File: src/rtl/uart_pkg.sv
`default_nettype none
// ============================================================================
// Module   : uart_pkg
// Brief    : Shared UART constants and receiver state encodings.
// Revision : 1.0
// ============================================================================
package uart_pkg;

    localparam int UART_DATA_W       = 8;
    localparam int SOC_CLK_HZ        = 10_000_000;
    localparam int BAUD              = 115200;
    // Rounded to nearest: 10 MHz / 115200 -> 87
    localparam int CLKS_PER_BIT_DFLT = (SOC_CLK_HZ + BAUD / 2) / BAUD;

    typedef enum logic [2:0] {
        ST_IDLE  = 3'd0,
        ST_START = 3'd1,
        ST_DATA  = 3'd2,
        ST_STOP  = 3'd3,
        ST_BREAK = 3'd4
    } rx_state_t;

endpackage
`default_nettype wire

File: src/rtl/sync_fifo.sv
`default_nettype none
// ============================================================================
// Module   : sync_fifo
// Brief    : Single-clock first-word-fall-through FIFO with occupancy output.
// Revision : 1.0
// ============================================================================
module sync_fifo #(
    parameter int WIDTH = 8,
    parameter int DEPTH = 8
) (
    input  logic                     clk,
    input  logic                     rst,
    input  logic                     i_wr_en,
    input  logic [WIDTH-1:0]         i_wr_data,
    input  logic                     i_rd_en,
    output logic [WIDTH-1:0]         o_rd_data,
    output logic                     o_full,
    output logic                     o_empty,
    output logic [$clog2(DEPTH):0]   o_level
);

    localparam int c_AW = $clog2(DEPTH);

    logic [WIDTH-1:0] r_mem [DEPTH];
    logic [c_AW:0]    r_wr_ptr;
    logic [c_AW:0]    r_rd_ptr;
    logic             w_full;
    logic             w_empty;
    logic             w_wr;
    logic             w_rd;

    // Extra MSB on each pointer separates the full and empty cases
    assign w_empty = (r_wr_ptr == r_rd_ptr);
    assign w_full  = (r_wr_ptr[c_AW] != r_rd_ptr[c_AW]) &&
                     (r_wr_ptr[c_AW-1:0] == r_rd_ptr[c_AW-1:0]);
    assign w_rd    = i_rd_en && !w_empty;
    assign w_wr    = i_wr_en && (!w_full || w_rd);

    always_ff @(posedge clk) begin
        if (rst) begin
            r_wr_ptr <= '0;
            r_rd_ptr <= '0;
        end else begin
            if (w_wr) r_wr_ptr <= r_wr_ptr + 1'b1;
            if (w_rd) r_rd_ptr <= r_rd_ptr + 1'b1;
        end
    end

    always_ff @(posedge clk) begin
        if (w_wr) r_mem[r_wr_ptr[c_AW-1:0]] <= i_wr_data;
    end

    assign o_rd_data = w_empty ? '0 : r_mem[r_rd_ptr[c_AW-1:0]];
    assign o_full    = w_full;
    assign o_empty   = w_empty;
    assign o_level   = r_wr_ptr - r_rd_ptr;

endmodule
`default_nettype wire

File: src/rtl/uart_rx_fifo.sv
`default_nettype none
// ============================================================================
// Module   : uart_rx_fifo
// Brief    : 8N1 UART receiver with input synchroniser and receive FIFO.
// Revision : 1.0
// ============================================================================
module uart_rx_fifo
    import uart_pkg::*;
#(
    parameter int CLKS_PER_BIT = CLKS_PER_BIT_DFLT,
    parameter int FIFO_DEPTH   = 8,
    parameter int FIFO_AW      = 3
) (
    input  logic                   clk_i,
    input  logic                   rst_i,
    input  logic                   rx_i,
    output logic [UART_DATA_W-1:0] data_o,
    output logic                   valid_o,
    input  logic                   ready_i,
    output logic [FIFO_AW:0]       level_o,
    output logic                   frame_err_o,
    output logic                   overrun_o,
    output logic                   busy_o
);

    localparam int                 c_CNT_W    = $clog2(CLKS_PER_BIT);
    localparam logic [c_CNT_W-1:0] c_CNT_LAST = c_CNT_W'(CLKS_PER_BIT - 1);
    localparam logic [c_CNT_W-1:0] c_CNT_MID  = c_CNT_W'(CLKS_PER_BIT / 2 - 1);

    logic                   r_rx_meta;
    logic                   r_rx_s;
    rx_state_t              r_state;
    logic [c_CNT_W-1:0]     r_cnt;
    logic [2:0]             r_idx;
    logic [UART_DATA_W-1:0] r_shift;
    logic                   r_frame_err;
    logic                   r_overrun;
    logic                   w_full;
    logic                   w_empty;
    logic                   w_pop;
    logic                   w_stop_tick;
    logic                   w_push;

    always_ff @(posedge clk_i) begin
        if (rst_i) begin
            r_rx_meta <= 1'b1;
            r_rx_s    <= 1'b1;
        end else begin
            r_rx_meta <= rx_i;
            r_rx_s    <= r_rx_meta;
        end
    end

    assign w_pop       = !w_empty && ready_i;
    assign w_stop_tick = (r_state == ST_STOP) && (r_cnt == c_CNT_LAST);
    // A simultaneous pop frees a slot, so a full FIFO can still accept
    assign w_push      = w_stop_tick && r_rx_s && (!w_full || w_pop);

    always_ff @(posedge clk_i) begin
        if (rst_i) begin
            r_state     <= ST_IDLE;
            r_cnt       <= '0;
            r_idx       <= '0;
            r_shift     <= '0;
            r_frame_err <= 1'b0;
            r_overrun   <= 1'b0;
        end else begin
            r_frame_err <= 1'b0;
            r_overrun   <= 1'b0;
            case (r_state)
                ST_IDLE: begin
                    if (!r_rx_s) begin
                        r_state <= ST_START;
                        r_cnt   <= '0;
                    end
                end
                ST_START: begin
                    if (r_cnt == c_CNT_MID) begin
                        r_cnt <= '0;
                        if (!r_rx_s) begin
                            r_state <= ST_DATA;
                            r_idx   <= '0;
                        end else begin
                            r_state <= ST_IDLE;
                        end
                    end else begin
                        r_cnt <= r_cnt + 1'b1;
                    end
                end
                ST_DATA: begin
                    if (r_cnt == c_CNT_LAST) begin
                        r_cnt   <= '0;
                        r_shift <= {r_rx_s, r_shift[UART_DATA_W-1:1]};
                        if (r_idx == 3'd7) r_state <= ST_STOP;
                        else               r_idx   <= r_idx + 3'd1;
                    end else begin
                        r_cnt <= r_cnt + 1'b1;
                    end
                end
                ST_STOP: begin
                    if (r_cnt == c_CNT_LAST) begin
                        r_cnt <= '0;
                        if (r_rx_s) begin
                            r_overrun <= w_full && !w_pop;
                            r_state   <= ST_IDLE;
                        end else begin
                            r_frame_err <= 1'b1;
                            r_state     <= ST_BREAK;
                        end
                    end else begin
                        r_cnt <= r_cnt + 1'b1;
                    end
                end
                ST_BREAK: begin
                    if (r_rx_s) r_state <= ST_IDLE;
                end
                default: r_state <= ST_IDLE;
            endcase
        end
    end

    sync_fifo #(
        .WIDTH (UART_DATA_W),
        .DEPTH (FIFO_DEPTH)
    ) u_fifo (
        .clk       (clk_i),
        .rst       (rst_i),
        .i_wr_en   (w_push),
        .i_wr_data (r_shift),
        .i_rd_en   (ready_i),
        .o_rd_data (data_o),
        .o_full    (w_full),
        .o_empty   (w_empty),
        .o_level   (level_o)
    );

    assign valid_o     = !w_empty;
    assign busy_o      = (r_state != ST_IDLE);
    assign frame_err_o = r_frame_err;
    assign overrun_o   = r_overrun;

endmodule
`default_nettype wire

File: config.mk
export PLATFORM = sky130hd
export DESIGN_NAME = uart_rx_fifo
export DESIGN_NICKNAME = d
export VERILOG_FILES = /design/src/rtl/uart_pkg.sv /design/src/rtl/sync_fifo.sv /design/src/rtl/uart_rx_fifo.sv
export SDC_FILE = /design/constraint.sdc
export NUM_CORES = 1
export LEC_CHECK = 0
export ABC_AREA = 1
export BUFFER_PORTS_ARGS = -buffer_cell sky130_fd_sc_hd__clkbuf_2
export CORE_UTILIZATION = 61
export CTS_CLUSTER_SIZE = 25
export DETAILED_ROUTE_END_ITERATION = 10
export GPL_TIMING_DRIVEN = 0
export PLACE_DENSITY = 0.84
export SLEW_MARGIN = 20
export SYNTH_ARGS = -nofsm -noshare
export SYNTH_HDL_FRONTEND = slang
export SYNTH_HIERARCHICAL = 1
export SYNTH_SLANG_ARGS = --single-unit
File: constraint.sdc
create_clock -name clk_i -period 3.38 [get_ports clk_i]
set_input_delay 0.338 -clock clk_i [delete_from_list [all_inputs] [get_ports clk_i]]
set_output_delay 0.338 -clock clk_i [all_outputs]
set_load 0.01 [all_outputs]
==> results of run 1 <==
## sequential cells by signal, summed over array words and instances, names as in the netlist, 3 cells and up, named ones only
| register | cells |
|---|---|
| u_fifo/r_mem | 64 |
| r_shift | 8 |
| r_cnt | 7 |
| u_fifo/r_rd_ptr | 4 |
| u_fifo/r_wr_ptr | 4 |
| r_idx | 3 |
| r_state | 3 |
## metrics by stage
stage / std cells / hold slack (ns) / util [%] / instance area (um^2)
after floorplan: 487 / 0.389 / - / 4590
after global placement: 605 / 0.399 / 66.3 / 4810
after detailed placement: 605 / 0.402 / 66.3 / 4810
after CTS: 620 / 0.145 / 68.4 / 4960
after global routing: 620 / 0.148 / 68.4 / 4960
final: 620 / 0.154 / 68.4 / 4960
## power groups by stage
stage,clock [mW],sequential [mW],combinational (mW)
after global placement,0,1.39,0.551
after CTS,0.657,1.36,0.569
final,0.645,1.37,0.572
after global routing,0.712,1.37,0.642
after floorplan,0,1.38,0.448
after detailed placement,0,1.39,0.568
## cell families (layout without fill, tap and decap cells)
kind of cell	Yosys count	in the layout
flip-flops	100	100
XOR/XNOR	5	5
adder cells (fa/ha/maj)	10	10
AND/OR/NAND/NOR	236	236
buffers and inverters	63	97
AO/OA/AOI/OAI	73	73
## critical path: stages (launching register included)
cell and delay (ns):
dfxtp_1 0.44, inv_1 0.11, ha_1 0.32, nand3_1 0.11
nor2_1 0.05, inv_1 0.07, a21boi_0 0.14, nor3_1 0.57
nand2_2 0.17, inv_2 0.10, nand2_2 0.07, nor2_1 0.63
## cells in the final DEF, fill, tap and decap left out, types with 2 or more instances in the layout
cell and n:
a21oi_1 17, buf_4 2, buf_6 8, clkbuf_1 5, clkbuf_2 20, clkbuf_8 9, clkinv_1 2, dfxtp_1 36
edfxtp_1 64, ha_1 9, inv_1 36, inv_2 10, nand2_1 64, nand2_2 11, nand2_4 3, nand3_1 27
nand3_2 3, nand3_4 2, nand4_1 5, nor2_1 109, nor2_2 4, o21ai_0 12, o21ai_1 40, or2_2 2
xor2_1 4
## metal layers
| layer | vias to the layer above | share of wire, % |
|---|---|---|
| met4 | 0 | 2.2 |
| met3 | 18 | 5.8 |
| met1 | 1564 | 41 |
| met5 | - | 0 |
| li1 | 1673 | - |
| met2 | 130 | 51 |
## layout make-up
cell class                      count  area (um^2)
Tap cell                           99          124
Clock inverter                      4         26.3
Multi-Input combinational cell    324         1640
Fill cell                         529         2290
Timing Repair Buffer               19         95.1
Sequential cell                   100         2640
Inverter                           48          183
Buffer                             15          126
Clock buffer                       11          131
## worst paths after layout
kind / depth (start not counted) / end / slack (ns)
worst max-delay path: 11 / u_fifo/r_mem[4][7] / 0.22
worst min-delay path: 2 / r_rx_meta / 0.15
worst max register to register: 11 / u_fifo/r_mem[4][7] / 0.22
worst min register to register: 1 / r_rx_s / 0.42
==> results_tabular.tex, run 1 <==
\begin{tabular}{lr}
\hline
Metric & Value \\
\hline
\multicolumn{2}{l}{\textbf{Power and ir drop}} \\
\quad Logic pwr share & 22.1\% \\
\quad Clock network fraction of design power & 25.0\% \\
\quad Leak & 2.06 nW \\
\quad Internal power of the cells & 1.79 mW \\
\quad Switching power total & 0.796 mW \\
\quad Share of total power in sequential cells & 52.9\% \\
\quad Net switching share of the total power & 30.8\% \\
\quad Worst vdd rail ir drop & 0.471 mV \\
\quad Overall power after layout & 2.58 mW \\
\quad Pwr per Cell Area & 520 mW/mm\^{}2 \\
\multicolumn{2}{l}{\textbf{GRT}} \\
\quad Via count of the first global-routing pass & 3168 \\
\quad GRT Util Overall & 25.3\% \\
\quad Met2 track demand over resource & 44.5\% \\
\quad Wire length of the first global-routing pass & 14.5 mm \\
\quad Maximum number of pins on one net before global-route repair & 16 \\
\quad GR met3 Demand/Resource & 4.38\% \\
\quad Initial antenna violation count & 0 \\
\quad GRT busiest layer & met2 \\
\quad Met1 capacity usage during global routing & 30.1\% \\
\quad Final global-route overflow total & 0 \\
\multicolumn{2}{l}{\textbf{Route}} \\
\quad Residual DRC count & 0 \\
\quad 1st-pass router iterations & 5 \\
\quad Number of design-rule violations left by the first detailed-router iteration & 251 \\
\quad Routed wire length & 9.15 mm \\
\quad Detail-routed via count per cell & 5.46 \\
\quad Total number of vias & 3385 \\
\quad Antenna-violating nets left & 0 \\
\quad Routed length per placed instance & 14.8 um \\
\multicolumn{2}{l}{\textbf{Worst hold path}} \\
\quad Path class of the lowest-slack min-delay path & in2reg \\
\quad Startpoint of the most critical hold path & rx\_i \\
\multicolumn{2}{l}{\textbf{Worst setup path}} \\
\quad Startpoint of the most critical setup path & u\_fifo/r\_wr\_ptr[0] \\
\quad Sort of element at the end of the critical path & flip-flop \\
\quad Type of the worst setup path & reg2reg \\
\quad CP Max Fanout & 8 \\
\quad Reg2Reg Launch Point & u\_fifo/r\_wr\_ptr[0] \\
\quad Type of element launching the critical path & flip-flop \\
\quad Data required time at the worst endpoint & 3.36 ns \\
\quad Crit path DAT & 3.15 ns \\
\multicolumn{2}{l}{\textbf{Synth}} \\
\quad Syn. warnings & 6 \\
\quad Count of flip-flops with a built-in enable after synthesis & 64 \\
\quad Cells after Synth & 487 \\
\quad Synthesized netlist net count & 501 \\
\quad Synth area leader & edfxtp\_1 \\
\quad Multiplexer share of the synthesized area & 0\% \\
\quad Average size of a mapped cell & 9.42 um\^{}2 \\
\quad Dominant cell by count in the synthesized netlist & nor2\_1 \\
\quad Synth unique cells & 38 \\
\quad Main synth FF type & edfxtp\_1 \\
\quad Top cells by count, synth & nor2\_1, edfxtp\_1, nand2\_1 \\
\quad Post-synthesis async set-or-reset flop share & 0\% \\
\quad Combinational family with the most area after synthesis & simple AND/OR/NAND/NOR gates \\
\quad Portion of synthesized cell area occupied by the leading cell type & 41.9\% \\
\quad Post-synthesis share of cell area spent on full adders, half adders and majority gates & 2.89\% \\
\quad Register bit count reported by yosys & 100 \\
\quad Top area cells in the synthesized netlist & edfxtp\_1, dfxtp\_1, nor2\_1, nand2\_1, o21ai\_1 \\
\quad Simple logic cell fraction of the synthesized area & 23.6\% \\
\quad Post-synth design cell area & 0.00459 mm\^{}2 \\
\quad Compound-cell area share of the yosys netlist & 8.24\% \\
\quad Portion of the post-synthesis area used by sequential elements & 57.6\% \\
\quad Synth Area in XOR/XNOR & 0.955\% \\
\multicolumn{2}{l}{\textbf{Clock tree}} \\
\quad Worst-path clk slew & 0.09 ns \\
\quad Root buffer selected by CTS & clkbuf\_8 \\
\quad Quantity of gates resized following cts & 0 \\
\quad Clock sink count & 100 \\
\quad Maximum level of the CTS H-tree & 3 \\
\quad Clock insertion delay at the later pin of the skew report & 0.36 ns \\
\quad Number of CTS-inserted buffers & 9 \\
\quad TritonCTS clock tree & done \\
\quad Post-CTS setup-driven buffer insertion count & 0 \\
\quad Post-cts hold buffer count & 0 \\
\quad Bufs on Longest Clock Path & 2 \\
\multicolumn{2}{l}{\textbf{STA}} \\
\quad Worst setup slack after layout & 0.220 ns \\
\quad Transition time at the pin with the least slew margin & 0.826 ns \\
\quad Period minus WS final & 3.16 ns \\
\quad Count of final setup violators & 0 \\
\quad Number of pins with negative max-slew slack in the final report & 0 \\
\quad Unrepaired setup endpoints after global routing & false \\
\quad Total negative setup slack & 0 ns \\
\quad Portion of the clock cycle consumed by the worst path in the final layout & 93.5\% \\
\quad Number of hold violations in the final report & 0 \\
\quad Highest clock rate & 316 MHz \\
\quad Worst slew margin relative to its limit & 44.7\% \\
\quad Clock Skew & 0.00694 ns \\
\multicolumn{2}{l}{\textbf{Placed design}} \\
\quad Worst slack, placed & 0.232 ns \\
\quad Count of buffers inserted at the top-level ports & 19 \\
\quad HPWL after detailed placement & 6.30 mm \\
\quad Final Wtd Congestion & 0.803 \\
\multicolumn{2}{l}{\textbf{Floorplanning}} \\
\quad Area of the core & 0.00725 mm\^{}2 \\
\quad I/O pins & 20 \\
\quad Overall die height & 88.7 um \\
\quad Horizontal die dimension & 88.7 um \\
\quad Cell row count & 31 \\
\quad Effective utilization at floorplan & 63.2\% \\
\quad Die area & 0.00787 mm\^{}2 \\
\multicolumn{2}{l}{\textbf{Flow run}} \\
\quad Count of maximum capacitance violations & 0 \\
\multicolumn{2}{l}{\textbf{Layout}} \\
\quad \# diodes & 0 \\
\quad Share of post-route cells with drive strength above 1 & 16.1\% \\
\quad NumNets Final & 531 \\
\quad Area delta synth->final & 8.21\% \\
\multicolumn{2}{l}{\textbf{Outcome}} \\
\quad Run status & completed \\
\hline
\end{tabular}
Note: power is estimated with default switching activity, not from simulation.
==> inputs of run 2 (changes only) <==
--- a/config.mk
+++ b/config.mk
@@ -5,13 +5,13 @@
 export SDC_FILE = /design/constraint.sdc
 export NUM_CORES = 1
 export LEC_CHECK = 0
-export ABC_AREA = 1
+export ABC_AREA = 0
 export BUFFER_PORTS_ARGS = -buffer_cell sky130_fd_sc_hd__clkbuf_2
-export CORE_UTILIZATION = 61
+export CORE_UTILIZATION = 60
 export CTS_CLUSTER_SIZE = 25
 export DETAILED_ROUTE_END_ITERATION = 10
 export GPL_TIMING_DRIVEN = 0
-export PLACE_DENSITY = 0.84
+export PLACE_DENSITY = 0.83
 export SLEW_MARGIN = 20
 export SYNTH_ARGS = -nofsm -noshare
 export SYNTH_HDL_FRONTEND = slang
==> results_tabular.tex, run 2 <==
\begin{tabular}{lr}
\hline
Metric & Value \\
\hline
\multicolumn{2}{l}{\textbf{Synth}} \\
\quad Top area cells in the synthesized netlist & edfxtp\_1, dfxtp\_1, mux4\_2, ha\_1, nor2\_1 \\
\quad Synth unique cells & 53 (+39\%) \\
\quad Top cells by count, synth & edfxtp\_1, dfxtp\_1, nor2\_1 \\
\quad Synth area leader & edfxtp\_1 \\
\quad Main synth FF type & edfxtp\_1 \\
\quad Post-synth design cell area & 0.00420 mm\^{}2 (-8.4\%) \\
\quad Post-synthesis async set-or-reset flop share & 0\% (unchanged) \\
\quad Syn. warnings & 6 (unchanged) \\
\quad Register bit count reported by yosys & 100 (unchanged) \\
\quad Count of flip-flops with a built-in enable after synthesis & 64 (unchanged) \\
\quad Portion of synthesized cell area occupied by the leading cell type & 45.7\% (+3.8 points) \\
\quad Dominant cell by count in the synthesized netlist & edfxtp\_1 \\
\quad Portion of the post-synthesis area used by sequential elements & 62.9\% (+5.3 points) \\
\quad Average size of a mapped cell & 14.0 um\^{}2 (+49\%) \\
\quad Synthesized netlist net count & 314 (-37\%) \\
\quad Cells after Synth & 300 (-38\%) \\
\multicolumn{2}{l}{\textbf{Worst setup path}} \\
\quad Type of the worst setup path & reg2reg \\
\quad Cells along the critical path & inv\_1, ha\_1, nand3\_1, nor2\_2, o21ai\_0, nand2\_1, nor2\_1, nand3b\_1, nor3\_2 \\
\quad Master of the slowest instance on the critical path & nor3\_2 \\
\quad Sort of element at the end of the critical path & flip-flop \\
\quad Crit path DAT & 3.22 ns (+0.07 ns) \\
\quad Data required time at the worst endpoint & 3.36 ns (about the same) \\
\quad Reg-to-reg setup timing slack & 0.13 ns (-0.09 ns) \\
\quad FF-to-FF path depth & 9 (-2) \\
\quad Type of element launching the critical path & flip-flop \\
\quad CP Max Fanout & 8 (unchanged) \\
\quad Reg2Reg Launch Point & u\_fifo/r\_wr\_ptr[0] \\
\quad Endpoint of the worst register-to-register path & u\_fifo/r\_mem[3][7] \\
\quad End point of the critical path & u\_fifo/r\_mem[3][7] \\
\quad Startpoint of the most critical setup path & u\_fifo/r\_wr\_ptr[0] \\
\quad Worst stage delay on the critical path & 0.65 ns (+0.02 ns) \\
\multicolumn{2}{l}{\textbf{Clock tree}} \\
\quad Bufs on Longest Clock Path & 2 (unchanged) \\
\quad Maximum level of the CTS H-tree & 3 (unchanged) \\
\quad Clock insertion delay at the later pin of the skew report & 0.35 ns (about the same) \\
\quad Post-CTS setup-driven buffer insertion count & 0 (unchanged) \\
\quad Clock sink count & 100 (unchanged) \\
\quad Root buffer selected by CTS & clkbuf\_8 \\
\quad Number of CTS-inserted buffers & 9 (unchanged) \\
\quad TritonCTS clock tree & done \\
\quad Worst-path clk slew & 0.09 ns (about the same) \\
\multicolumn{2}{l}{\textbf{Power and ir drop}} \\
\quad Share of total power in sequential cells & 62.7\% (+9.8 points) \\
\quad Switching power total & 0.412 mW (-48\%) \\
\quad Logic pwr share & 1.2\% (-21 points) \\
\quad Pwr per Cell Area & 442 mW/mm\^{}2 (-15\%) \\
\quad Clock network fraction of design power & 36.1\% (+11 points) \\
\quad Net switching share of the total power & 20.1\% (-11 points) \\
\quad Internal power of the cells & 1.64 mW (-8.3\%) \\
\quad Leak & 1.67 nW (-19\%) \\
\quad Worst vdd rail ir drop & 0.237 mV (-50\%) \\
\multicolumn{2}{l}{\textbf{Layout}} \\
\quad Number of fillers in the final layout & 479 (-9.5\%) \\
\quad Area delta synth->final & 10.5\% \\
\quad Top library cells by usage in the layout, fill and taps aside & edfxtp\_1, dfxtp\_1, nor2\_1 \\
\quad \# diodes & 0 (unchanged) \\
\quad NumNets Final & 344 (-35\%) \\
\quad Most common library cell in the layout ignoring fill and taps & edfxtp\_1 \\
\quad Number of flip-flops under the largest register name & 64 (unchanged) \\
\quad Share of post-route cells with drive strength above 1 & 22.8\% (+6.6 points) \\
\quad Sequential cell area in the final layout & 0.00264 mm\^{}2 (unchanged) \\
\quad Multi-input gate area & 0.00146 mm\^{}2 (-11\%) \\
\quad Number of non-filler instances in the completed layout & 430 (-31\%) \\
\multicolumn{2}{l}{\textbf{STA}} \\
\quad Highest clock rate & 308 MHz (-2.7\%) \\
\quad Transition time at the pin with the least slew margin & 0.796 ns (-0.0301 ns) \\
\quad Clock Skew & 0.0114 ns (+0.00445 ns) \\
\quad Portion of the clock cycle consumed by the worst path in the final layout & 96.1\% (+2.6 points) \\
\quad Number of hold violations in the final report & 0 (unchanged) \\
\quad Worst slew margin relative to its limit & 46.7\% (+1.9 points) \\
\quad Period minus WS final & 3.25 ns (+0.0880 ns) \\
\quad Unrepaired setup endpoints after global routing & true \\
\quad Worst setup slack after layout & 0.132 ns (-0.0880 ns) \\
\quad Count of final setup violators & 0 (unchanged) \\
\quad Total negative setup slack & 0 ns (unchanged) \\
\quad Min Hold Slack & 0.179 ns (+0.0252 ns) \\
\quad Number of pins with negative max-slew slack in the final report & 0 (unchanged) \\
\multicolumn{2}{l}{\textbf{Placed design}} \\
\quad Worst slack, placed & 0.0665 ns (-0.165 ns) \\
\quad Count of buffers inserted at the top-level ports & 19 (unchanged) \\
\quad HPWL after detailed placement & 4.94 mm (-22\%) \\
\quad Dpl cells & 415 (-31\%) \\
\quad Final Wtd Congestion & 0.827 (+3.0\%) \\
\multicolumn{2}{l}{\textbf{GRT}} \\
\quad Via count of the first global-routing pass & 2497 (-21\%) \\
\quad Wire length of the first global-routing pass & 11.9 mm (-18\%) \\
\quad GRT Util Overall & 21.7\% (-3.7 points) \\
\quad Final global-route overflow total & 0 (unchanged) \\
\quad Initial antenna violation count & 0 (unchanged) \\
\quad Maximum number of pins on one net before global-route repair & 18 (+2) \\
\multicolumn{2}{l}{\textbf{Floorplanning}} \\
\quad Horizontal die dimension & 85.7 um (-3.4\%) \\
\quad Die area & 0.00734 mm\^{}2 (-6.7\%) \\
\quad Cell row count & 30 (-3.2\%) \\
\quad Area of the core & 0.00679 mm\^{}2 (-6.3\%) \\
\quad I/O pins & 20 (unchanged) \\
\quad Overall die height & 85.7 um (-3.4\%) \\
\quad Effective utilization at floorplan & 61.8\% (-1.4 points) \\
\multicolumn{2}{l}{\textbf{Worst hold path}} \\
\quad Path class of the lowest-slack min-delay path & in2reg \\
\multicolumn{2}{l}{\textbf{Route}} \\
\quad Routed length per placed instance & 16.9 um (+14\%) \\
\quad 1st-pass router iterations & 4 (-1) \\
\quad Number of design-rule violations left by the first detailed-router iteration & 117 (-53\%) \\
\quad Antenna-violating nets left & 0 (unchanged) \\
\quad Total number of vias & 2467 (-27\%) \\
\quad Routed wire length & 7.25 mm (-21\%) \\
\quad Residual DRC count & 0 (unchanged) \\
\quad Detail-routed via count per cell & 5.74 (+5.1\%) \\
\multicolumn{2}{l}{\textbf{Flow run}} \\
\quad Count of maximum capacitance violations & 0 (unchanged) \\
\multicolumn{2}{l}{\textbf{Outcome}} \\
\quad Run status & completed \\
\hline
\end{tabular}
==> run 2: how the worst min path moves through the flow <==
stage              start   endpoint  depth (start not counted)
2_1_floorplan  r_rx_meta     r_rx_s                          1
3_3_place_gp   r_rx_meta     r_rx_s                          1
3_5_place_dp   r_rx_meta     r_rx_s                          1
4_1_cts             rx_i  r_rx_meta                          2
5_1_grt             rx_i  r_rx_meta                          2
6_report            rx_i  r_rx_meta                          2
==> run 2: power by group through the flow <==
stage	sequential [mW]	combinational, mW	clock (mW)
floorplan	1.31	0.0163	0
global placement	1.31	0.0241	0
detailed placement	1.31	0.0246	0
CTS	1.29	0.0249	0.758
global route	1.29	0.0280	0.800
finish	1.29	0.0246	0.740
==> run 2: routing by layer <==
metal / vias up / wire length, um / GRT usage [%]
li1: 1182 / - / -
met1: 1211 / 3100 / 26.3
met2: 60 / 3720 / 38.5
met3: 14 / 323 / 4.91
met4: 0 / 116 / 6.82
met5: - / 0 / 0
==> run 2: area by class of cell <==
class	instances	area share [%]
Sequential cell	100	56.9
Multi-Input combinational cell	175	31.5
Clock buffer	9	2.67
Tap cell	96	2.59
Timing Repair Buffer	19	2.05
Buffer	11	1.59
Clock inverter	6	1.56
Inverter	14	1.13
==> run 2: through the flow <==
| stage | utilization (%) | area [um^2] | power, mW |
|---|---|---|---|
| floorplan | - | 4200 | 1.33 |
| global placement | 65.0 | 4420 | 1.34 |
| detailed placement | 65.2 | 4430 | 1.34 |
| CTS | 68.1 | 4630 | 2.07 |
| global route | 68.3 | 4640 | 2.11 |
| finish | 68.3 | 4640 | 2.05 |
==> run 2: cell families (layout without fill, tap and decap cells) <==
kind of cell,after synthesis,count (layout),share of synthesized area [%]
AOI/OAI and AO/OA,41,41,6.82
xor gates and xnor gates,10,10,2.26
DFF,100,100,62.9
buffers and inverters,25,59,3.01
and+or+nand+nor,89,89,11.1
adders and majority gates,10,10,3.16
muxes,25,25,10.7
==> run 2: timing repair <==
action                                  4_1_cts  5_1_grt
resized for setup                             0        5
endpoints found under the setup margin        0       65
endpoints found under the hold margin         0        0
hold buffers                                  0        0
==> run 2: worst max-delay path: cells and delay by family (launching register included) <==
kind                       cells  cell delay (ns)
and+or+nand+nor                6             1.65
DFF                            1             0.46
adders and majority gates      1             0.33
AOI/OAI and AO/OA              1             0.27
buffers and inverters          1             0.16
==> inputs of run 3 (changes only) <==
--- a/config.mk
+++ b/config.mk
@@ -7,11 +7,11 @@
 export LEC_CHECK = 0
 export ABC_AREA = 0
 export BUFFER_PORTS_ARGS = -buffer_cell sky130_fd_sc_hd__clkbuf_2
-export CORE_UTILIZATION = 60
+export CORE_UTILIZATION = 39
 export CTS_CLUSTER_SIZE = 25
 export DETAILED_ROUTE_END_ITERATION = 10
 export GPL_TIMING_DRIVEN = 0
-export PLACE_DENSITY = 0.83
+export PLACE_DENSITY = 0.6
 export SLEW_MARGIN = 20
 export SYNTH_ARGS = -nofsm -noshare
 export SYNTH_HDL_FRONTEND = slang
==> results_tabular.tex, run 3 (synthesis results as in run 2) <==
\begin{tabular}{lr}
\hline
Metric & Value \\
\hline
\multicolumn{2}{l}{\textbf{Clock tree}} \\
\quad Clock sink count & 100 (unchanged) \\
\quad Post-cts hold buffer count & 0 (unchanged) \\
\quad Number of CTS-inserted buffers & 9 (unchanged) \\
\quad Quantity of gates resized following cts & 0 (unchanged) \\
\quad Worst-path clk slew & 0.10 ns (about the same) \\
\quad Post-CTS setup-driven buffer insertion count & 0 (unchanged) \\
\quad Maximum level of the CTS H-tree & 3 (unchanged) \\
\quad TritonCTS clock tree & done \\
\quad Bufs on Longest Clock Path & 2 (unchanged) \\
\quad Clock insertion delay at the later pin of the skew report & 0.36 ns (about the same) \\
\quad Root buffer selected by CTS & clkbuf\_8 \\
\multicolumn{2}{l}{\textbf{Worst hold path}} \\
\quad Startpoint of the most critical hold path & rx\_i \\
\quad Path class of the lowest-slack min-delay path & in2reg \\
\quad Number of cells traversed by the worst hold path & 2 (unchanged) \\
\quad Hold Path Sink & r\_rx\_meta \\
\multicolumn{2}{l}{\textbf{Flow run}} \\
\quad Count of maximum capacitance violations & 0 (unchanged) \\
\multicolumn{2}{l}{\textbf{Worst setup path}} \\
\quad Reg2Reg Launch Point & u\_fifo/r\_wr\_ptr[0] \\
\quad Data required time at the worst endpoint & 3.38 ns (+0.02 ns) \\
\quad Endpoint of the worst register-to-register path & u\_fifo/r\_mem[0][2] \\
\quad Type of element launching the critical path & flip-flop \\
\quad Cells along the critical path & inv\_1, ha\_1, nand3\_1, nor2\_2, o21ai\_0, nand2\_1, nor2\_1, nand3b\_1, nor3\_2 \\
\quad Worst stage delay on the critical path & 0.67 ns (+0.02 ns) \\
\quad Master of the slowest instance on the critical path & nor3\_2 \\
\quad Crit path DAT & 3.27 ns (+0.05 ns) \\
\quad Reg-to-reg setup timing slack & 0.11 ns (-0.02 ns) \\
\quad Cell family contributing the most delay on the critical path & simple AND/OR/NAND/NOR gates \\
\quad Type of the worst setup path & reg2reg \\
\quad Sort of element at the end of the critical path & flip-flop \\
\quad Startpoint of the most critical setup path & u\_fifo/r\_wr\_ptr[0] \\
\quad FF-to-FF path depth & 9 (unchanged) \\
\quad CP Max Fanout & 8 (unchanged) \\
\quad Crit path buffers/inverters & 1 (unchanged) \\
\multicolumn{2}{l}{\textbf{Layout}} \\
\quad Multi-input gate area & 0.00146 mm\^{}2 (unchanged) \\
\quad Area delta synth->final & 11.3\% \\
\quad Sequential cell area in the final layout & 0.00264 mm\^{}2 (unchanged) \\
\quad NumNets Final & 344 (unchanged) \\
\quad Share of post-route cells with drive strength above 1 & 22.7\% (-0.068 points) \\
\quad Cell area after layout & 0.00468 mm\^{}2 (+0.75\%) \\
\quad Number of flip-flops under the largest register name & 64 (unchanged) \\
\quad Number of fillers in the final layout & 986 (+110\%) \\
\quad Top library cells by usage in the layout, fill and taps aside & edfxtp\_1, dfxtp\_1, nor2\_1 \\
\quad Most common library cell in the layout ignoring fill and taps & edfxtp\_1 \\
\quad \# diodes & 0 (unchanged) \\
\multicolumn{2}{l}{\textbf{STA}} \\
\quad Transition time at the pin with the least slew margin & 0.797 ns (+0.00151 ns) \\
\quad Worst slew margin relative to its limit & 46.6\% (-0.10 points) \\
\quad Total negative setup slack & 0 ns (unchanged) \\
\quad Count of final setup violators & 0 (unchanged) \\
\quad Clock Skew & 0.0172 ns (+0.00582 ns) \\
\quad Number of hold violations in the final report & 0 (unchanged) \\
\quad Unrepaired setup endpoints after global routing & true \\
\quad Min Hold Slack & 0.163 ns (-0.0167 ns) \\
\quad Period minus WS final & 3.27 ns (+0.0230 ns) \\
\quad Number of pins with negative max-slew slack in the final report & 0 (unchanged) \\
\quad Highest clock rate & 306 MHz (-0.70\%) \\
\quad Portion of the clock cycle consumed by the worst path in the final layout & 96.8\% (+0.68 points) \\
\multicolumn{2}{l}{\textbf{Placed design}} \\
\quad Final Wtd Congestion & 0.787 (-4.8\%) \\
\quad HPWL after detailed placement & 5.09 mm (+3.0\%) \\
\quad Count of buffers inserted at the top-level ports & 19 (unchanged) \\
\quad Standard cell area after detailed placement & 0.00448 mm\^{}2 (+1.1\%) \\
\multicolumn{2}{l}{\textbf{Route}} \\
\quad 1st-pass router iterations & 4 (unchanged) \\
\quad Antenna-violating nets left & 0 (unchanged) \\
\quad Residual DRC count & 0 (unchanged) \\
\quad Routed length per placed instance & 15.5 um (-8.4\%) \\
\quad Detail-routed via count per cell & 5.06 (-12\%) \\
\quad Number of design-rule violations left by the first detailed-router iteration & 73 (-38\%) \\
\quad Routed wire length & 7.28 mm (+0.39\%) \\
\quad Total number of vias & 2384 (-3.4\%) \\
\multicolumn{2}{l}{\textbf{Floorplanning}} \\
\quad Effective utilization at floorplan & 40.5\% (-21 points) \\
\quad Die area & 0.0112 mm\^{}2 (+52\%) \\
\quad Horizontal die dimension & 106 um (+23\%) \\
\quad I/O pins & 20 (unchanged) \\
\quad Area of the core & 0.0104 mm\^{}2 (+53\%) \\
\quad Cell row count & 37 (+23\%) \\
\quad Overall die height & 106 um (+23\%) \\
\multicolumn{2}{l}{\textbf{GRT}} \\
\quad Wire length of the first global-routing pass & 12.4 mm (+3.8\%) \\
\quad Via count of the first global-routing pass & 2468 (-1.2\%) \\
\quad GRT Util Overall & 14.7\% (-6.9 points) \\
\quad Maximum number of pins on one net before global-route repair & 19 (+1) \\
\quad Initial antenna violation count & 0 (unchanged) \\
\quad Final global-route overflow total & 0 (unchanged) \\
\multicolumn{2}{l}{\textbf{Power and ir drop}} \\
\quad Worst vdd rail ir drop & 0.225 mV (-4.9\%) \\
\quad Leak & 1.67 nW (about the same) \\
\quad Pwr per Cell Area & 431 mW/mm\^{}2 (-2.6\%) \\
\multicolumn{2}{l}{\textbf{Outcome}} \\
\quad Run status & completed \\
\hline
\end{tabular}
[run 3: where the power goes]
group	switching (mW)	internal (mW)	total, mW	leakage, nW
Combinational	0.0164	0.00820	0.0246	0.702
Clock	0.421	0.281	0.702	0.0894
Sequential	0.00197	1.28	1.29	0.883
Total	0.439	1.57	2.01	1.67
[run 3: per-layer routing]
| layer | vias up | track usage, % | wire (um) |
|---|---|---|---|
| met5 | - | 0 | 0 |
| met4 | 0 | 4.76 | 93 |
| met3 | 10 | 3.53 | 168 |
| met2 | 21 | 25.4 | 3670 |
| met1 | 1168 | 18.1 | 3340 |
| li1 | 1185 | - | - |
[run 3: cell type report]
type / instances / share of cell area (%)
sequential: 100 / 56.5
multi-input combinational: 175 / 31.2
tap: 136 / 3.64
clock buffer: 10 / 2.73
timing repair buffer: 19 / 2.03
buffer: 11 / 1.58
clock inverter: 6 / 1.15
inverter: 14 / 1.12
[run 3: how the worst max path moves through the flow]
| stage | end | slack [ns] | cells past startpoint |
|---|---|---|---|
| finish | u_fifo/r_mem[0][2] | 0.11 | 9 |
| global route | u_fifo/r_mem[0][1] | -0.17 | 9 |
| CTS | u_fifo/r_mem[2][3] | 0.04 | 9 |
| detailed placement | u_fifo/r_mem[2][1] | 0.07 | 9 |
| global placement | u_fifo/r_mem[3][1] | -0.22 | 9 |
| floorplan | u_fifo/r_mem[0][0] | 0.64 | 9 |
[run 3: stage by stage]
stage / power (mW) / util, % / cells / setup WS, ns
after floorplan: 1.33 / - / 300 / 0.643
after global placement: 1.34 / 43.1 / 455 / -0.222
after detailed placement: 1.34 / 43.2 / 455 / 0.0736
after CTS: 2.04 / 45.0 / 471 / 0.0408
after global routing: 2.10 / 45.1 / 471 / -0.167
final: 2.01 / 45.1 / 471 / 0.109
